<file path="config.mk">
export PLATFORM = sky130hd
export DESIGN_NAME = arb8_grant_ctrl
export DESIGN_NICKNAME = d
export VERILOG_FILES = /design/src/rtl/arb8_pkg.sv /design/src/rtl/arb8_grant_ctrl_enc.sv /design/src/rtl/arb8_grant_ctrl.sv
export SDC_FILE = /design/constraint.sdc
export NUM_CORES = 1
export LEC_CHECK = 0
export ABC_CLOCK_PERIOD_IN_PS = 2300
export CAP_MARGIN = 20
export CORE_ASPECT_RATIO = 1.25
export CORE_MARGIN = 5
export CORE_UTILIZATION = 47
export DETAILED_ROUTE_END_ITERATION = 6
export PLACE_DENSITY = 0.76
export SLEW_MARGIN = 10
export SYNTH_ARGS = -nofsm -noshare
export SYNTH_HDL_FRONTEND = slang
export SYNTH_SLANG_ARGS = --single-unit
</file>
<file path="constraint.sdc">
create_clock -name clk -period 2.3 [get_ports clk]
set_input_delay 0.345 -clock clk [delete_from_list [all_inputs] [get_ports clk]]
set_output_delay 0.345 -clock clk [all_outputs]
set_load 0.1 [all_outputs]
</file>
<file path="src/rtl/arb8_pkg.sv">
// Shared types and constants for the eight-way grant arbiter.
// Holds the FSM encoding, requester/id sizes and a one-hot helper.
package arb8_pkg;

  localparam int N_REQ = 8;
  localparam int ID_W = 3;
  localparam int MAX_HOLD_DEF = 16;

  typedef enum logic [1:0] {
    ST_IDLE    = 2'd0,
    ST_GRANT   = 2'd1,
    ST_RECOVER = 2'd2
  } state_t;

  function automatic logic [N_REQ-1:0] id2onehot(
    input logic [ID_W-1:0] id
  );
    logic [N_REQ-1:0] oh;
    oh = '0;
    for (int i = 0; i < N_REQ; i++) begin
      if (id == ID_W'(i)) oh[i] = 1'b1;
    end
    return oh;
  endfunction

endpackage

</file>
<file path="src/rtl/arb8_grant_ctrl_enc.sv">
// Priority encoder 8-to-3: highest set bit of d wins.
// Ports: d (request bits), y (winning index), valid (any bit set).
module priority_encoder_8to3
  import arb8_pkg::*;
(
  input  logic [N_REQ-1:0] d,
  output logic [ID_W-1:0]  y,
  output logic             valid
);

  always_comb begin
    y = '0;
    valid = |d;
    for (int i = 0; i < N_REQ; i++) begin
      if (d[i]) y = ID_W'(i);
    end
  end

endmodule

</file>
<file path="src/rtl/arb8_grant_ctrl.sv">
// Eight-requester grant controller: IDLE -> GRANT -> RECOVER.
// Ports: clk, rst (async high), req[7:0], done in;
//   gnt[7:0] one-hot, gnt_id, gnt_valid, timeout out.
// Grants end on done, own-request drop, or MAX_HOLD cycles.
// Define ARB8_ROUND_ROBIN_EN for rotating priority.
module arb8_grant_ctrl
  import arb8_pkg::*;
#(
  parameter int MAX_HOLD = MAX_HOLD_DEF,
  localparam int CNT_W = $clog2(MAX_HOLD)
) (
  input  logic             clk,
  input  logic             rst,
  input  logic [N_REQ-1:0] req,
  input  logic             done,
  output logic [N_REQ-1:0] gnt,
  output logic [ID_W-1:0]  gnt_id,
  output logic             gnt_valid,
  output logic             timeout
);

  state_t state;
  state_t state_nxt;

  logic [CNT_W-1:0] hold_cnt;
  logic [CNT_W-1:0] hold_cnt_nxt;

  logic [N_REQ-1:0] gnt_nxt;
  logic [ID_W-1:0]  id_nxt;
  logic             valid_nxt;
  logic             timeout_nxt;

  logic [N_REQ-1:0] enc_in;
  logic [ID_W-1:0]  enc_y;
  logic             enc_valid;
  logic [ID_W-1:0]  win_id;

  logic hold_limit;
  logic own_req;
  logic release_now;

`ifdef ARB8_ROUND_ROBIN_EN
  logic [ID_W-1:0] ptr;
  logic [ID_W-1:0] ptr_nxt;
  logic [ID_W-1:0] src;

  // Rotate so that req[ptr] lands on bit 7 (top priority)
  always_comb begin
    enc_in = '0;
    src = '0;
    for (int j = 0; j < N_REQ; j++) begin
      src = ID_W'(j) + ptr + ID_W'(1);
      enc_in[j] = req[src];
    end
  end

  // Undo the rotation (mod 8 via 3-bit wrap)
  assign win_id = enc_y + ptr + ID_W'(1);

  always_ff @(posedge clk or posedge rst) begin
    if (rst) begin
      ptr <= ID_W'(N_REQ - 1);
    end else begin
      ptr <= ptr_nxt;
    end
  end
`else
  assign enc_in = req;
  assign win_id = enc_y;
`endif

  priority_encoder_8to3 u_enc (
    .d     (enc_in),
    .y     (enc_y),
    .valid (enc_valid)
  );

  assign hold_limit  = hold_cnt == CNT_W'(MAX_HOLD - 1);
  assign own_req     = req[gnt_id];
  assign release_now = done | ~own_req | hold_limit;

  always_ff @(posedge clk or posedge rst) begin
    if (rst) begin
      state     <= ST_IDLE;
      hold_cnt  <= '0;
      gnt       <= '0;
      gnt_id    <= '0;
      gnt_valid <= 1'b0;
      timeout   <= 1'b0;
    end else begin
      state     <= state_nxt;
      hold_cnt  <= hold_cnt_nxt;
      gnt       <= gnt_nxt;
      gnt_id    <= id_nxt;
      gnt_valid <= valid_nxt;
      timeout   <= timeout_nxt;
    end
  end

  always_comb begin
    state_nxt    = state;
    hold_cnt_nxt = hold_cnt;
    gnt_nxt      = gnt;
    id_nxt       = gnt_id;
    valid_nxt    = gnt_valid;
    timeout_nxt  = 1'b0;
`ifdef ARB8_ROUND_ROBIN_EN
    ptr_nxt      = ptr;
`endif
    unique case (state)
      ST_IDLE: begin
        if (enc_valid) begin
          state_nxt    = ST_GRANT;
          hold_cnt_nxt = '0;
          gnt_nxt      = id2onehot(win_id);
          id_nxt       = win_id;
          valid_nxt    = 1'b1;
`ifdef ARB8_ROUND_ROBIN_EN
          ptr_nxt      = win_id - ID_W'(1);
`endif
        end
      end
      ST_GRANT: begin
        if (release_now) begin
          state_nxt = ST_RECOVER;
          gnt_nxt   = '0;
          valid_nxt = 1'b0;
          // Forced only when nothing else ended it
          timeout_nxt = hold_limit & ~done & own_req;
        end else begin
          hold_cnt_nxt = hold_cnt + CNT_W'(1);
        end
      end
      ST_RECOVER: begin
        state_nxt = ST_IDLE;
      end
      default: begin
        state_nxt = ST_IDLE;
        gnt_nxt   = '0;
        valid_nxt = 1'b0;
      end
    endcase
  end

endmodule

</file>
# After elaboration in Yosys (flattened, before gate mapping)
# Cells that the tools add are included.
[word_totals]
register_bits = 19
inputBits = 11
out_inout_bits = 13
elab_cells = 67
[classes]
add_sub_neg = 1
order_cmp = 1
n_eq_ne = 13
muxes = 31
bitwise = 7
reduce_logical = 8
[ops]
columns = ["operator", "count"]
rows = [
  ["8-bit one-hot mux with 3 select lines", 1],
  ["8-bit 2-to-1 mux", 2],
  ["1-bit 2-to-1 mux", 14],
  ["3-bit == test, second input constant", 4],
  ["3-bit 2-to-1 mux", 4],
  ["2-bit 2-to-1 mux", 4],
  ["4-bit 2-to-1 mux", 2],
  ["4-bit one-hot mux with 2 select lines", 1],
  ["8-bit OR reduction", 1],
  ["3-bit by 2-bit == test with 1-bit output, second input constant", 2],
  ["2-bit inequality test, second input constant", 3],
  ["3-bit AND reduction", 2],
  ["4-bit by 1-bit adder with 4-bit output, second input constant", 1],
  ["4-bit == test, second input constant", 1],
  ["3-bit by 4-bit < comparator with 1-bit output, second input constant", 1],
  ["2-bit one-hot mux with 2 select lines", 1],
  ["2-bit AND reduction", 2],
  ["1-bit binary-select mux with 3-bit select", 1],
  ["3-bit by 1-bit == test with 1-bit output, second input constant", 1],
  ["3-bit zero test", 1],
  ["1-bit inverter", 3],
  ["1-bit one-hot mux with 3 select lines", 1],
  ["1-bit AND", 2],
  ["2-bit by 1-bit == test with 1-bit output, second input constant", 1],
  ["4 further kinds", 5],
]

# Depth between registers and ports, before layout
# Gate-level depths: netlist of the first run.
[depth]
word_depth = 11
depth_mapped = 6
mapped_depth_nobuf = 5

# Cells and area by module
# Synthesis of the first run repeated with hierarchy kept, for this count alone.
[unflattened]
hier_cells = 96
hier_area_um2 = 1031.0
[modules_own_cells]
columns = ["module", "n_inst", "cells_per_inst", "area_per_inst_um2", "seq_area_each_um2"]
rows = [
  ["arb8_grant_ctrl", 1, 84, 964.7, 475.5],
  ["priority_encoder_8to3", 1, 12, 66.3, 0.0],
]

# Worst setup path before layout of the first run
# No wires, ideal clock.
[synth_timing]
kind = "reg2reg"
start = "register gnt_id[0]"
end = "register gnt[1]"
setup_time_ns = 0.123
arrival_ns = 2.273
t_required_ns = 2.177
setup_slack_ns = -0.096
path_stages_with_launch = 7
n_path_buf = 2
period_less_slack_ns = 2.396
cell_sequence = "dfrtp_1 > buf_6 > mux2_2 > o22a_4 > a32o_2 > buf_6 > a32o_1"
[synth_between]
elab_chain_cells = 7
[synth_rtl]
columns = ["element", "line_no", "text"]
rows = [
  ["from (decl)", "arb8_grant_ctrl.sv:17", "output logic [ID_W-1:0] gnt_id,"],
  ["from (signal assigned)", "arb8_grant_ctrl.sv:94", "gnt_id <= id_nxt;"],
  ["1-bit binary-select mux with 3-bit select", "arb8_grant_ctrl.sv:79", "assign own_req = req[gnt_id];"],
  ["1-bit 2-to-1 mux (implied by the code)", "arb8_grant_ctrl.sv:79", ""],
  ["1-bit inverter", "arb8_grant_ctrl.sv:80", "assign release_now = done | ~own_req | hold_limit;"],
  ["1-bit OR (2 in a row)", "arb8_grant_ctrl.sv:80", ""],
  ["2-bit inequality test (no line)", "n/a", ""],
  ["3-bit AND reduction (no line)", "n/a", ""],
  ["to (signal assigned)", "arb8_grant_ctrl.sv:93", "gnt <= gnt_nxt;"],
  ["to (decl)", "arb8_grant_ctrl.sv:16", "output logic [N_REQ-1:0] gnt,"],
]
# Every way passes these cells. The select of a mux whose other input is x is not followed.
# A chain may end at the register's enable or synchronous reset.

# Worst setup path in the final report of the first run
[layout_timing]
start = "input req[5]"
end = "register gnt[0]"
[layout_between]
elab_chain_cells = 7
word_cells_on_any_way = 16
classes_between = "2 x eq/ne; 8 x mux; 3 x bitwise; 3 x reduce/logical"
[layout_rtl]
columns = ["element", "line_no", "text"]
rows = [
  ["from (decl)", "arb8_grant_ctrl.sv:14", "input logic [N_REQ-1:0] req,"],
  ["1-bit binary-select mux with 3-bit select / 3-bit 2-to-1 mux (equally long branches)", "arb8_grant_ctrl.sv:79, arb8_grant_ctrl_enc.sv:15", ""],
  ["1-bit 2-to-1 mux (implied by the code) / 3-bit 2-to-1 mux (equally long branches)", "arb8_grant_ctrl.sv:79, arb8_grant_ctrl_enc.sv:15", ""],
  ["1-bit inverter / 3-bit 2-to-1 mux (equally long branches)", "arb8_grant_ctrl.sv:80, arb8_grant_ctrl_enc.sv:15", ""],
  ["1-bit OR / 3-bit zero test (equally long branches)", "arb8_grant_ctrl.sv:80, arb8_pkg.sv:21", ""],
  ["1-bit OR / 1-bit 2-to-1 mux (equally long branches)", "arb8_grant_ctrl.sv:80, arb8_pkg.sv:21", ""],
  ["2-bit inequality test (no line) / 8-bit 2-to-1 mux (equally long branches)", "n/a", ""],
  ["3-bit AND reduction (no line) / 8-bit one-hot mux with 3 select lines (equally long branches)", "n/a", ""],
]
# Parallel ways exist; a longest one is shown, timed or not. The select of a mux whose other input is x is not followed.

==> impl_metrics.ini, run 1 <==
[synth]
synth_top_area_share_pct = 47.1
synth_area_per_cell_sq_um = 10.5
netlist_area_sq_mm = 0.00101
synth-xor-area-share_pct = 0
synth-compound-area-share_pct = 20.8
ys_seq_area_share_pct = 47.1
synth_ff_type = dfrtp_1
synth-async-reset-ratio_pct = 100
synth_top_family_by_area = compound AO/OA/AOI/OAI gates
synth_mux_area_share_pct = 8.55
yosys.cell_types.count = 38
synth-simple-area-share_pct = 17.3
syn_nets = 108
yosys-top-cells-count = 19 x dfrtp_1, 10 x nand2_1, 6 x inv_1, 6 x mux2i_1, 6 x nor2_1
synthCells = 96
ys.warnings.count = 0
synth_adder_area_share_pct = 1.24
synth_most_common_cell = dfrtp_1
yosys.area.top_type = dfrtp_1
synthTopCellsByArea = dfrtp_1 47%, mux2i_1 5.9%, nand2_1 3.7%, a32o_1 3.0%, o2bb2ai_1 2.6%
synth-edff-count = 0
synth-seq-cells = 19

[timing]
max_freq_mhz = 530
maxSlewHeadroom_pct = 52.0
final.setup.tns_ns = 0
rsz0062_at_grt = no
finalHoldViolations = 0
fin_skew_ns = 0.00530
setup-violations-final = 0
final_max_slew_viol_count = 0
worstMarginPinSlew_ns = 0.719
final.min_clock_period_ns = 1.89
fin_crit_sh_pct = 82.0

[power_and_ir_drop]
seq_power_share_pct = 30.6
p_leak_nw = 0.596
p_sw_mw = 0.878
pwr-share-comb_pct = 59.4
p_int_mw = 0.774
powerDensity_mw_per_mm2 = 1310
ir_drop_mv = 1.13
switching_share_pct = 53.1
clock_power_share_pct = 10.1
power_mw = 1.65

[clocking]
cts_setup_buffers = 0
cts_buffer_depth = 2
cts_buffers = 3
clkSinkCount = 19
ctsResizeCount = 0
clkSlewWorstSetupHoldPaths_ns = 0.11
cts_tree = yes
cts.htree.levels = 1
clockRootBuffer = clkbuf_4
hold_buffers = 0
clock_latency_ns = 0.29

[grt]
grt_pass1_vias = 825
grt_util_met1_pct = 21.4
grt_usage_pct = 15.8
grt_max_degree = 20
met3_usage_pct = 2.86
grt_pass1_wl_microns = 3770
globalRouteMet2Util_pct = 26.5
busiest_layer = met2
grt-ovfl-total = 0
antenna_found_initial = 0

[layout]
final_area_sq_mm = 0.00126
insertedDiodeCount = 0
area_growth_pct = 25.0
multi_input_area_sq_um = 484
layout-drive-gt1-share_pct = 21.8
seq_area_sq_um = 477
nets = 137
n_fill_cell = 167
final_cells = 144

[drt]
wl_microns = 2230
first_pass_iters = 4
drtIter0Drc = 30
vias = 836
ant_nets = 0
drcViolationCount = 0
wl_per_cell_microns = 15.5
viasPerCell = 5.81

[die]
core_area_sq_mm = 0.00200
dieArea_sq_mm = 0.00318
die_w_microns = 51.5
num_rows = 18
ioPinCount = 24
start_util_pct = 50.4
die_h_microns = 61.8

[worst_setup_path]
crit_arrival_ns = 2.10
crit_type = in -> reg
crit_slowest_cell = or4_1
critPathMaxStageDelay_ns = 0.62
reg2reg_depth = 4
cp-start-kind = primary input
cp-end-kind = flip-flop
cp_cell_sequence = clkdlybuf4s50_1 -> or4_1 -> o21bai_1 -> a32o_2 -> mux2i_1
cp_max_fo = 8
cp_data_required_time_ns = 2.52

[placement]
port_buffers = 23
place_area_sq_mm = 0.00124
dp_hpwl_microns = 1740
placed_cells = 140
gp_congestion = 0.834

[job]
drv_cap = 0

[min_path]
hp-class = in -> async

[run_status]
status = finished, final reports clean
## final cells by class
type | instances | area share (%)
Timing Repair Buffer | 27 | 18.0
Clock buffer | 4 | 2.08
Multi-Input combinational cell | 68 | 38.4
Tap cell | 20 | 1.98
Inverter | 6 | 1.78
Sequential cell | 19 | 37.8
## flip-flops by register name, indices dropped and copies added, names as in the netlist
name	count
gnt_valid	1
gnt	8
hold_cnt	4
state	2
gnt_id	3
timeout	1
## cells by family (layout without fill, tap and decap cells)
group	count (synthesis)	count (layout)
AND/OR/NAND/NOR	34	34
multiplexers	8	8
buffers and inverters	9	37
AO/OA/AOI/OAI	25	25
adder cells (fa/ha/maj)	1	1
flip-flops	19	19
## layer usage
metal,vias to the layer above,share of wire (%)
li1,419,-
met1,392,48
met2,23,46
met3,2,4.6
met4,0,0.63
met5,-,0
## stage by stage
step | util [%] | setup slack [ns] | hold slack [ns]
2_1_floorplan | - | 0.182 | 0.296
3_3_place_gp | 61.7 | 0.159 | 0.478
3_5_place_dp | 61.7 | 0.127 | 0.486
4_1_cts | 63.0 | 0.427 | 0.482
5_1_grt | 63.0 | 0.325 | 0.520
6_report | 63.0 | 0.414 | 0.461
## placed cells by master (no fill, tap or decap), drive strengths merged, types with 3 or more instances in the layout
cell,instances
dfrtp,19
buf,17
nand2,10
clkdlybuf4s50,10
mux2i,6
nor2,6
inv,6
o21ai,5
a32o,4
clkbuf,4
nand2b,3
nand3,3
nand4,3
o2bb2ai,3
## final timing paths
path / start / endpoint / slack [ns]
max in group asynchronous: rst / gnt_id[0]$_DFFE_PP0P_ / 1.35
setup reg to reg: gnt_id[0]$_DFFE_PP0P_ / gnt[1]$_DFFE_PP0P_ / 0.56
min in group clk: hold_cnt[3]$_DFFE_PP0P_ / hold_cnt[3]$_DFFE_PP0P_ / 0.50
setup / recovery: req[5] / gnt[0]$_DFFE_PP0P_ / 0.41
hold / removal: rst / gnt[5]$_DFFE_PP0P_ / 0.46
hold reg to reg: hold_cnt[3]$_DFFE_PP0P_ / hold_cnt[3]$_DFFE_PP0P_ / 0.50
## power by group through the flow
stage               sequential [mW]  combinational [mW]  clock (mW)
finish                        0.505               0.981       0.167
floorplan                     0.889               0.422           0
detailed placement            0.511               0.986           0
global route                  0.521                1.04       0.189
global placement              0.509               0.973           0
CTS                           0.504               0.988       0.171
## critical path, delay by kind of cell
| kind | cells | cell delay (ns) |
|---|---|---|
| muxes | 1 | 0.22 |
| AOI/OAI and AO/OA | 2 | 0.42 |
| and+or+nand+nor | 1 | 0.62 |
| buffers and inverters | 1 | 0.50 |
Power figures use the tool's default switching activity.
==> inputs of run 2 (changes only) <==
--- a/config.mk
+++ b/config.mk
@@ -5,13 +5,13 @@
 export SDC_FILE = /design/constraint.sdc
 export NUM_CORES = 1
 export LEC_CHECK = 0
-export ABC_CLOCK_PERIOD_IN_PS = 2300
+export ABC_CLOCK_PERIOD_IN_PS = 1600
 export CAP_MARGIN = 20
 export CORE_ASPECT_RATIO = 1.25
 export CORE_MARGIN = 5
-export CORE_UTILIZATION = 47
+export CORE_UTILIZATION = 43
 export DETAILED_ROUTE_END_ITERATION = 6
-export PLACE_DENSITY = 0.76
+export PLACE_DENSITY = 0.73
 export SLEW_MARGIN = 10
 export SYNTH_ARGS = -nofsm -noshare
 export SYNTH_HDL_FRONTEND = slang
==> constraint.sdc (replaced) <==
create_clock -name clk -period 1.6 [get_ports clk]
set_input_delay 0.24 -clock clk [delete_from_list [all_inputs] [get_ports clk]]
set_output_delay 0.24 -clock clk [all_outputs]
set_load 0.1 [all_outputs]
==> run 2 against run 1 <==
Net effect:
- the flow now finishes with violations (setup timing)
- non-clock buffer count up 16
- critical path depth down 1
- via count up 9.2%
- sequential share of layout area down 7.4 points
- combinational power up 83%
- clock skew up 0.0066 ns
- sequential cell count unchanged
==> impl_metrics.ini, run 2 (same netlist as run 1, synthesis figures left out) <==
[drt]
ant_nets = 0
viasPerCell = 5.34
first_pass_iters = 4
drcViolationCount = 0
wl_per_cell_microns = 13.8
vias = 913
drtIter0Drc = 32
wl_microns = 2360

[grt]
grt_pass1_vias = 958
grt_pass1_wl_microns = 4260
grt-ovfl-total = 0
grt_usage_pct = 16.2
antenna_found_initial = 0
grt_max_degree = 20

[worst_setup_path]
cp_data_required_time_ns = 1.78
crit_slowest_cell = dfrtp_4
critPathMaxStageDelay_ns = 0.53
cp_cell_sequence = mux2_4 -> o22a_4 -> a32o_2 -> a32o_1
cp-start-kind = flip-flop
cp_max_fo = 8
rrSetupSlack_ns = -0.14
crit_arrival_ns = 1.92
cp-end-kind = flip-flop
crit_type = reg -> reg

[placement]
dp_hpwl_microns = 1880
place_area_sq_mm = 0.00154
dp_slack_ns = -0.432
gp_congestion = 0.838
port_buffers = 23

[die]
dieArea_sq_mm = 0.00342
start_util_pct = 45.2
core_area_sq_mm = 0.00223
die_h_microns = 64.2
num_rows = 19
ioPinCount = 24
die_w_microns = 53.3

[layout]
nets = 153
area_growth_pct = 57.2
regMostFlops = gnt
final_area_sq_mm = 0.00159
layout-drive-gt1-share_pct = 35.0
layout_commonest_cell = buf_4
biggestRegsByFlops = gnt x8, hold_cnt x4, gnt_id x3
layout_common_cells = 20 x buf_4, 16 x dfrtp_1, 13 x buf_12
insertedDiodeCount = 0
largest_register_ffs = 8

[clocking]
cts_setup_buffers = 0
clock_latency_ns = 0.30
clkSinkCount = 19
clkSlewWorstSetupHoldPaths_ns = 0.11
cts_tree = yes
cts_buffers = 3
cts_buffer_depth = 2
hold_buffers = 0
clockRootBuffer = clkbuf_4
cts.htree.levels = 1

[timing]
setup-violations-final = 8
final_max_slew_viol_count = 0
maxSlewHeadroom_pct = 71.9
final.min_clock_period_ns = 1.74
max_freq_mhz = 575
fin_skew_ns = 0.0119
worstMarginPinSlew_ns = 0.421
rsz0062_at_grt = yes
fin_ws_ns = -0.140
fin_crit_sh_pct = 109
finalHoldViolations = 0

[run_status]
status = finished, violations left
violations = setup timing

[min_path]
hp-class = in -> async

[power_and_ir_drop]
power_mw = 2.80
p_leak_nw = 0.728
powerDensity_mw_per_mm2 = 1760
ir_drop_mv = 1.32

[job]
drv_cap = 0
run 2: cell count changes in the layout (fill, tap and decap cells not counted), sizes merged:
cell and delta:
buf +16, clkbuf -1, clkdlybuf4s50 -1, dlygate4sd2 +1
clkinv +1
run 2: timing repair:
action                                  in CTS  in global routing
resized for setup                            5                  0
endpoints found under the setup margin      11                 12
pin swaps                                    3                  2
run 2: cell type report:
type                       instances  area [sq um]
clock buffer                       3          22.5
tap                               31          38.8
sequential                        19           482
inverter                           6          22.5
clock inverter                     1          5.00
timing repair buffer              43           509
multi-input combinational         68           508
fill                             178           647
run 2: layer usage:
metal  routed length, microns  GRT usage, %  vias to the layer above
met1                     1040          21.0                      437
li1                         -             -                      448
met2                     1200          26.8                       26
met3                      100          3.02                        2
met5                        0             0                        -
met4                       19          4.79                        0
run 2: path summary, 6_finish.rpt:
path / cells after the start / endpoint / from
hold / removal: 3 / hold_cnt[0]$_DFFE_PP0P_ / rst
setup / recovery: 4 / gnt[5]$_DFFE_PP0P_ / gnt_id[0]$_DFFE_PP0P_
min in group clk: 1 / hold_cnt[3]$_DFFE_PP0P_ / hold_cnt[3]$_DFFE_PP0P_
max in group asynchronous: 3 / gnt_id[0]$_DFFE_PP0P_ / rst
hold reg to reg: 1 / hold_cnt[3]$_DFFE_PP0P_ / hold_cnt[3]$_DFFE_PP0P_
setup reg to reg: 4 / gnt[5]$_DFFE_PP0P_ / gnt_id[0]$_DFFE_PP0P_
run 2: worst max-delay path: cells and delay by family, from the launching register on:
| family | cells | cell delay (ns) |
|---|---|---|
| compound gates | 3 | 0.78 |
| flops | 1 | 0.53 |
| mux | 1 | 0.32 |
run 2: report_power, final:
group	switching (mW)	internal (mW)
combinational	1.07	0.732
clock	0.146	0.0930
sequential	0.137	0.616
run 2: through the flow:
step                utilization [%]  instances  hold slack (ns)  TNS (ns)
global placement               69.0        167            0.471     -4.67
detailed placement             69.0        167            0.470     -5.39
floorplan                         -         96            0.191     -3.65
finish                         71.1        171            0.250    -0.752
CTS                            71.1        171            0.258    -0.766
global route                   71.1        171            0.264     -1.28
